$ cat src/rtl/gelato_fetch_scheduler.sv
// Round-robin warp fetch scheduler: picks an eligible (valid, not busy) warp and holds the request until fetch accepts it.
// Optional perf counters are enabled with GELATO_FETCH_SKD_PERF_EN.
module gelato_fetch_scheduler #(
    parameter int unsigned WARP_NUM = 4,
    parameter int unsigned PC_WIDTH = 32,
    parameter int unsigned SPLIT_W  = 4,
    localparam int unsigned WID_W   = $clog2(WARP_NUM)
) (
    input  logic                          clk,
    input  logic                          rst,
    input  logic                          rdy,
    input  logic [WARP_NUM-1:0]           pc_valid,
    input  logic [WARP_NUM*PC_WIDTH-1:0]  pc,
    input  logic [WARP_NUM*SPLIT_W-1:0]   pc_split_num,
    input  logic                          done_valid,
    input  logic [WID_W-1:0]              done_warp,
    output logic                          fetch_valid,
    input  logic                          fetch_ready,
    output logic [WID_W-1:0]              fetch_warp,
    output logic [PC_WIDTH-1:0]           fetch_pc,
    output logic [SPLIT_W-1:0]            fetch_split_num
`ifdef GELATO_FETCH_SKD_PERF_EN
    ,
    output logic [31:0]                   perf_issue_cnt,
    output logic [31:0]                   perf_stall_cnt
`endif
);

    typedef enum logic {IDLE = 1'b0, ISSUE = 1'b1} state_t;

    state_t               state, state_nxt;
    logic [WARP_NUM-1:0]  busy, busy_nxt, eligible, sel_mask;
    logic [WID_W-1:0]     rr_ptr, rr_ptr_nxt, sel_ptr, sel_idx, cand, warp_nxt;
    logic [PC_WIDTH-1:0]  pc_nxt;
    logic [SPLIT_W-1:0]   split_nxt;
    logic                 sel_found, load;

    assign fetch_valid = (state == ISSUE);
    assign eligible    = pc_valid & ~busy;

    // Circular priority search; after a handshake it restarts past the accepted warp and skips it.
    always_comb begin
        sel_ptr   = rr_ptr;
        sel_mask  = eligible;
        sel_idx   = '0;
        sel_found = 1'b0;
        cand      = '0;
        if (state == ISSUE) begin
            sel_ptr            = fetch_warp + WID_W'(1);
            sel_mask[fetch_warp] = 1'b0;
        end
        for (int i = 0; i < int'(WARP_NUM); i++) begin
            cand = sel_ptr + WID_W'(i);
            if (!sel_found && sel_mask[cand]) begin
                sel_found = 1'b1;
                sel_idx   = cand;
            end
        end
    end

    // Next-state, busy and output-register update; everything holds while rdy is low.
    always_comb begin
        state_nxt  = state;
        busy_nxt   = busy;
        rr_ptr_nxt = rr_ptr;
        warp_nxt   = fetch_warp;
        pc_nxt     = fetch_pc;
        split_nxt  = fetch_split_num;
        load       = 1'b0;
        if (rdy) begin
            if (done_valid) begin
                busy_nxt[done_warp] = 1'b0;
            end
            case (state)
                IDLE: begin
                    load = sel_found;
                end
                ISSUE: begin
                    if (fetch_ready) begin
                        rr_ptr_nxt = fetch_warp + WID_W'(1);
                        load       = sel_found;
                        if (!sel_found) begin
                            state_nxt = IDLE;
                        end
                    end
                end
                default: state_nxt = IDLE;
            endcase
            // Set after clear so a same-cycle set wins.
            if (load) begin
                state_nxt         = ISSUE;
                warp_nxt          = sel_idx;
                pc_nxt            = pc[32'(sel_idx) * PC_WIDTH +: PC_WIDTH];
                split_nxt         = pc_split_num[32'(sel_idx) * SPLIT_W +: SPLIT_W];
                busy_nxt[sel_idx] = 1'b1;
            end
        end
    end

    always_ff @(posedge clk or posedge rst) begin
        if (rst) begin
            state           <= IDLE;
            busy            <= '0;
            rr_ptr          <= '0;
            fetch_warp      <= '0;
            fetch_pc        <= '0;
            fetch_split_num <= '0;
        end else begin
            state           <= state_nxt;
            busy            <= busy_nxt;
            rr_ptr          <= rr_ptr_nxt;
            fetch_warp      <= warp_nxt;
            fetch_pc        <= pc_nxt;
            fetch_split_num <= split_nxt;
        end
    end

`ifdef GELATO_FETCH_SKD_PERF_EN
    // Handshake and backpressure counters, wrapping at 2^32.
    always_ff @(posedge clk or posedge rst) begin
        if (rst) begin
            perf_issue_cnt <= '0;
            perf_stall_cnt <= '0;
        end else if (rdy) begin
            if (fetch_valid && fetch_ready) begin
                perf_issue_cnt <= perf_issue_cnt + 32'd1;
            end
            if (fetch_valid && !fetch_ready) begin
                perf_stall_cnt <= perf_stall_cnt + 32'd1;
            end
        end
    end
`else
    // Counters are not built in this configuration.
`endif

endmodule
$ cat config.mk
export PLATFORM = sky130hd
export DESIGN_NAME = gelato_fetch_scheduler
export DESIGN_NICKNAME = d
export VERILOG_FILES = /design/src/rtl/gelato_fetch_scheduler.sv
export SDC_FILE = /design/constraint.sdc
export NUM_CORES = 1
export LEC_CHECK = 0
export CAP_MARGIN = 25
export CORE_MARGIN = 2
export CORE_UTILIZATION = 42
export DETAILED_ROUTE_END_ITERATION = 6
export PLACE_DENSITY = 0.92
export SYNTH_ARGS = -nofsm -noshare
export SYNTH_HDL_FRONTEND = slang
export SYNTH_SLANG_ARGS = --single-unit
$ cat constraint.sdc
create_clock -name clk -period 2.66 [get_ports clk]
set_input_delay 0.532 -clock clk [delete_from_list [all_inputs] [get_ports clk]]
set_output_delay 0.532 -clock clk [all_outputs]
set_load 0.01 [all_outputs]
; Yosys cells after proc, flatten, opt, wreduce, memory -nomap -nowiden
; Index checks and enable logic that the tools add are counted.
[classes]
magnitude_cmp = 10
bitwise_logic = 8
shift = 2
addsub = 4
mux = 34
n_reduce_logical = 11
[ops]
columns = cell, n
row1 = $shiftx 128x8->32, 1
row2 = $lt 2x3->1 const B, 7
row3 = $mux 1, 17
row4 = $mux 4, 4
row5 = $shiftx 16x5->4, 1
row6 = $and 4x4->4, 3
row7 = $not 4->4, 3
row8 = $mux 2, 5
row9 = $bmux 1 s2, 4
row10 = $demux 1 s2, 3
row11 = $ge 2x1->1 const B, 3
row12 = $logic_and 1x1->1, 6
row13 = $add 2x1->2 const B, 2
row14 = $add 2x2->2 const B, 2
row15 = $or 4x4->4, 1
row16 = $logic_not 1->1, 3
row17 = $reduce_and 3->1, 1
row18 = $pmux 1 s2, 1
row19 = $reduce_and 2->1, 1
row20 = $not 1->1, 1
[word_totals]
ff_bits = 45
word_cells = 75
out_inout_bits = 39
input_bits = 155

; Longest topological paths before layout
[logic_depth]
word_depth = 25
ltp_mapped = 10
mapped_depth_nobuf = 8

; Worst setup path before layout
; No wires, ideal clock.
[synth_path]
kind = reg2reg
from = register fetch_warp[0]
to = register fetch_pc[0]
t_required_ns = 2.529
setup_ns = 0.131
path_buffers = 2
stages_incl_launch_ff = 11
slack_ns = 0.138
arrival_time_ns = 2.391
path_cell_list = dfrtp_1 inv_1 ha_1 mux2i_4 a21oi_1 and3_1 buf_2 buf_2 a2111o_1 a31oi_1 a31oi_1
[synth_between]
elab_chain_cells = 23
[synth_rtl]
columns = item, line
row1 = "start, declared", 19  ; output logic [WID_W-1:0] fetch_warp,
row2 = "start signal, assigned", 112  ; fetch_warp <= warp_nxt;
row3 = "parallel branches: the longest is 23 deep, another holds $lt 2x3->1", --
row4 = "end signal, assigned", 113  ; fetch_pc <= pc_nxt;
row5 = "end, declared", 20  ; output logic [PC_WIDTH-1:0] fetch_pc,
; Several ways; the timed one is not identified. The select of a mux whose other input is x is not followed.
; A chain may end at the register's enable or synchronous reset.

; Final worst setup path
[layout_path]
from = register fetch_warp[1]
to = register fetch_pc[13]
; The elaborated chain is that of the path after synthesis.

==> impl_metrics.yaml <==
timing:
  period_share_pct: 98.9
  maxSlewHeadroom_pct: 53.4
  setup_tns_ns: 0
  holdWs_ns: 0.545
  slew_violations: 0
  fmaxAchievable_mhz: 380
  worst_pin_slew_ns: 0.699
  hold_viol: 0
  layout_min_cycle_time_ns: 2.63
  layout_setup_ws_ns: 0.0291
  fin_skew_ns: 0.00825
  setup_viol: 0
synthesis:
  avgSynthCellArea_um2: 8.39
  synthArstFlopShare_pct: 100
  synthAdderAreaFrac_pct: 1.55
  synthesis.area_mm2: 0.00404
  synthXorXnorAreaFrac_pct: 0
  syn_nets: 642
  synth_cells: 482
  yosysWarnings: 0
  synthSimpleGateAreaFrac_pct: 17.6
  synth-compound-area-share_pct: 44.0
  yosysSeqAreaShare_pct: 27.8
  yosysUniqueCellTypes: 50
  synth_mux_area_share_pct: 1.11
  synth_ff_type: "dfrtp_1"
  synth_edf_count: 0
  ys_ff_latch: 45
  synth_top_family_by_area: "compound AO/OA/AOI/OAI gates"
floorplan:
  start_util_pct: 43.6
  dieArea_mm2: 0.0104
  row_count: 35
  core_area_mm2: 0.00928
  die_w_um: 102
  die_height_um: 102
  design.portCount: 194
worst_setup_path:
  cpMostUsedCell: "a31oi_1"
  cp-end-kind: "register"
  r2r-start: "fetch_warp[1]"
  critPathArrivalTime_ns: 2.81
  path_class: "register to register"
  critPathTopFamily: "compound AO/OA/AOI/OAI gates"
  crit_chain: "inv_1 -> ha_2 -> mux2i_4 -> a21oi_1 -> and3_1 -> buf_12 -> a2111o_1 -> a31oi_1 -> a31oi_1"
  required_ns: 2.84
  crit_path_start_kind: "register"
  reg2reg_depth: 9
  path_max_fanout: 36
  rrSetupSlack_ns: 0.03
  slowest_delay_ns: 0.43
  crit_slowest_cell: "dfrtp_1"
  cp_num_buf_inv: 2
  r2r_end: "fetch_pc[13]"
worst_hold_path:
  whs_path_depth: 2
  hold_end: "rr_ptr[0]"
  min_path_type: "register to register"
  hp-start: "rr_ptr[0]"
run_status:
  status: "complete, no violations"
detailed_routing:
  vias_per_cell: 6.62
  num_vias: 5301
  wl_per_cell_um: 21.2
  drc: 0
  drt_wl_total_mm: 17.0
  dr.pass1.iters: 5
  drt_iter0_drc: 323
  ant_nets: 0
clock_network:
  cts_buffer_depth: 2
  numCtsBuffers: 5
  htreeDepth: 2
  clock_latency_ns: 0.31
  cts_tree: "done"
  cts_root_buffer: "clkbuf_8"
  clock_sinks: 45
  clk_pin_slew_ns: 0.09
cells_and_area:
  n_antenna_cell: 0
  area_growth_syn_to_layout_pct: 61.1
  layout-drive-gt1-share_pct: 12.1
  num-nets-final: 832
  utilization_pct: 70.2
global_route:
  gr-total-overflow: 0
  grt_first_pass_wirelength_mm: 25.2
  grt.total_usage_pct: 30.5
  antenna_found_initial: 0
  grt_start_max_net_pins: 37
  grt_pass1_vias: 5088
power_and_ir_drop:
  power_switching_mw: 5.04
  fin_total_pwr_mw: 9.67
  pwr-share-seq_pct: 13.5
  power_leakage_nw: 2.40
  cellPowerDensity_mw_per_mm2: 1480
  p_sw_share_pct: 52.1
  p_comb_share_pct: 81.1
  ir_worst_vdd_uv: 851
  internal_power_mw: 4.64
  clockPowerShare_pct: 5.5
placed_design:
  pre_cts_ws_ns: -0.188
  hpwl_mm: 12.1
  routabilityCongestion: 0.884
  port_buffers: 193
job:
  maxCapViolations: 0
-- flip-flops by register name (all words and copies together) (netlist names) --
signal,flops
fetch_pc,32
fetch_valid,1
rr_ptr,2
fetch_warp,2
busy,4
fetch_split_num,4
-- layout by cell type (no fill, tap or decap), types with 2 or more instances in the layout --
master and n:
o211ai_1 37, a31oi_1 71, a32o_1 2, o22ai_4 2, a2111o_1 36, clkdlybuf4s50_1 193, a31oi_2 2, buf_4 41
nor2b_2 2, and3_1 2, nand4_1 39, inv_1 4, nand2b_1 5, nor2b_1 3, clkbuf_8 5, a2bb2oi_4 2
mux2_2 2, nor2_1 76, nand3_1 4, nand2_1 9, o21ai_0 3, a21oi_1 3, a22oi_1 2, dfrtp_1 44
ha_1 4, o31ai_1 4, o21a_1 2, o41ai_1 2, buf_12 8, a2bb2oi_1 36
-- per-stage QoR --
| step | cell area, um^2 | std cells |
|---|---|---|
| 3_5_place_dp | 6310 | 788 |
| 3_3_place_gp | 6310 | 788 |
| 2_1_floorplan | 4040 | 482 |
| 6_report | 6520 | 801 |
| 5_1_grt | 6520 | 801 |
| 4_1_cts | 6420 | 796 |
-- synthesized netlist by cell type, types with 2 or more instances --
cell | number | area share (%)
nor2_1 | 76 | 7.1
inv_1 | 5 | 0.46
a2111o_1 | 36 | 10
and3_1 | 2 | 0.31
o211ai_1 | 37 | 6.9
nand2_1 | 10 | 0.93
nor2b_1 | 5 | 0.77
ha_1 | 5 | 1.5
o31ai_1 | 4 | 0.74
buf_1 | 2 | 0.19
clkbuf_1 | 34 | 3.2
buf_6 | 6 | 1.7
o21a_1 | 2 | 0.37
a22oi_1 | 2 | 0.37
dfrtp_1 | 45 | 28
mux2_2 | 2 | 0.56
buf_2 | 18 | 2.2
nand3_1 | 4 | 0.50
o41ai_1 | 2 | 0.43
a31oi_1 | 73 | 11
a21oi_1 | 3 | 0.37
nand4_1 | 39 | 6.0
nand2b_1 | 5 | 0.77
a2bb2oi_1 | 36 | 7.8
a32o_1 | 2 | 0.50
o21ai_0 | 3 | 0.37
-- how the worst max path moves through the flow --
stage	from	to	slack, ns	cells past startpoint
detailed placement	pc_valid[3]	fetch_pc[14]	-0.19	10
CTS	fetch_warp[1]	fetch_pc[13]	0.03	7
finish	fetch_warp[1]	fetch_pc[13]	0.03	9
floorplan	fetch_warp[0]	fetch_pc[0]	0.14	10
global placement	pc_valid[3]	fetch_pc[14]	-0.18	10
global route	fetch_warp[1]	fetch_pc[13]	-0.04	9
-- final cells by class --
class | count | area (um^2)
clock inverter | 2 | 35.0
timing repair buffer | 242 | 2400
tap | 129 | 161
multi-input combinational | 373 | 2710
clock buffer | 5 | 68.8
fill | 751 | 2770
inverter | 5 | 18.8
sequential | 45 | 1130
-- power groups by stage --
stage          sequential, mW  clock [mW]  combinational (mW)
2_1_floorplan            1.38           0                4.51
3_3_place_gp             1.29           0                7.12
3_5_place_dp             1.31           0                7.39
4_1_cts                  1.29       0.527                7.44
5_1_grt                  1.33       0.550                8.38
6_report                 1.30       0.529                7.84
-- per-layer routing --
| layer | share of wire [%] | vias up | track usage [%] |
|---|---|---|---|
| met5 | 0 | - | 0 |
| met4 | 3.5 | 0 | 12.8 |
| met3 | 7.9 | 57 | 4.31 |
| met2 | 50 | 358 | 53.2 |
| met1 | 39 | 2539 | 37.7 |
| li1 | - | 2347 | - |
-- kinds of logic after synthesis --
logic type,after synthesis
DFF,45
AOI/OAI and AO/OA,216
muxes,3
adders and majority gates,5
and+or+nand+nor,147
buffers and inverters,66
-- worst reg2reg max path, delay by kind of cell, from the launching register on --
| kind | cells | cell delay, ns |
|---|---|---|
| DFF | 1 | 0.43 |
| adders and majority gates | 1 | 0.33 |
| buffers and inverters | 2 | 0.31 |
| muxes | 1 | 0.25 |
| and+or+nand+nor | 1 | 0.21 |
| AOI/OAI and AO/OA | 4 | 0.98 |
-- what timing repair did --
action / CTS / global route
hold buffers: 0 / 0
pin swaps: 0 / 2
setup buffers: 1 / 3
cloned: 0 / 2
resized for setup: 0 / 11
setup endpoints to repair: 5 / 37
endpoints found under the hold margin: 0 / 0
(Power assumes the default switching activity.)
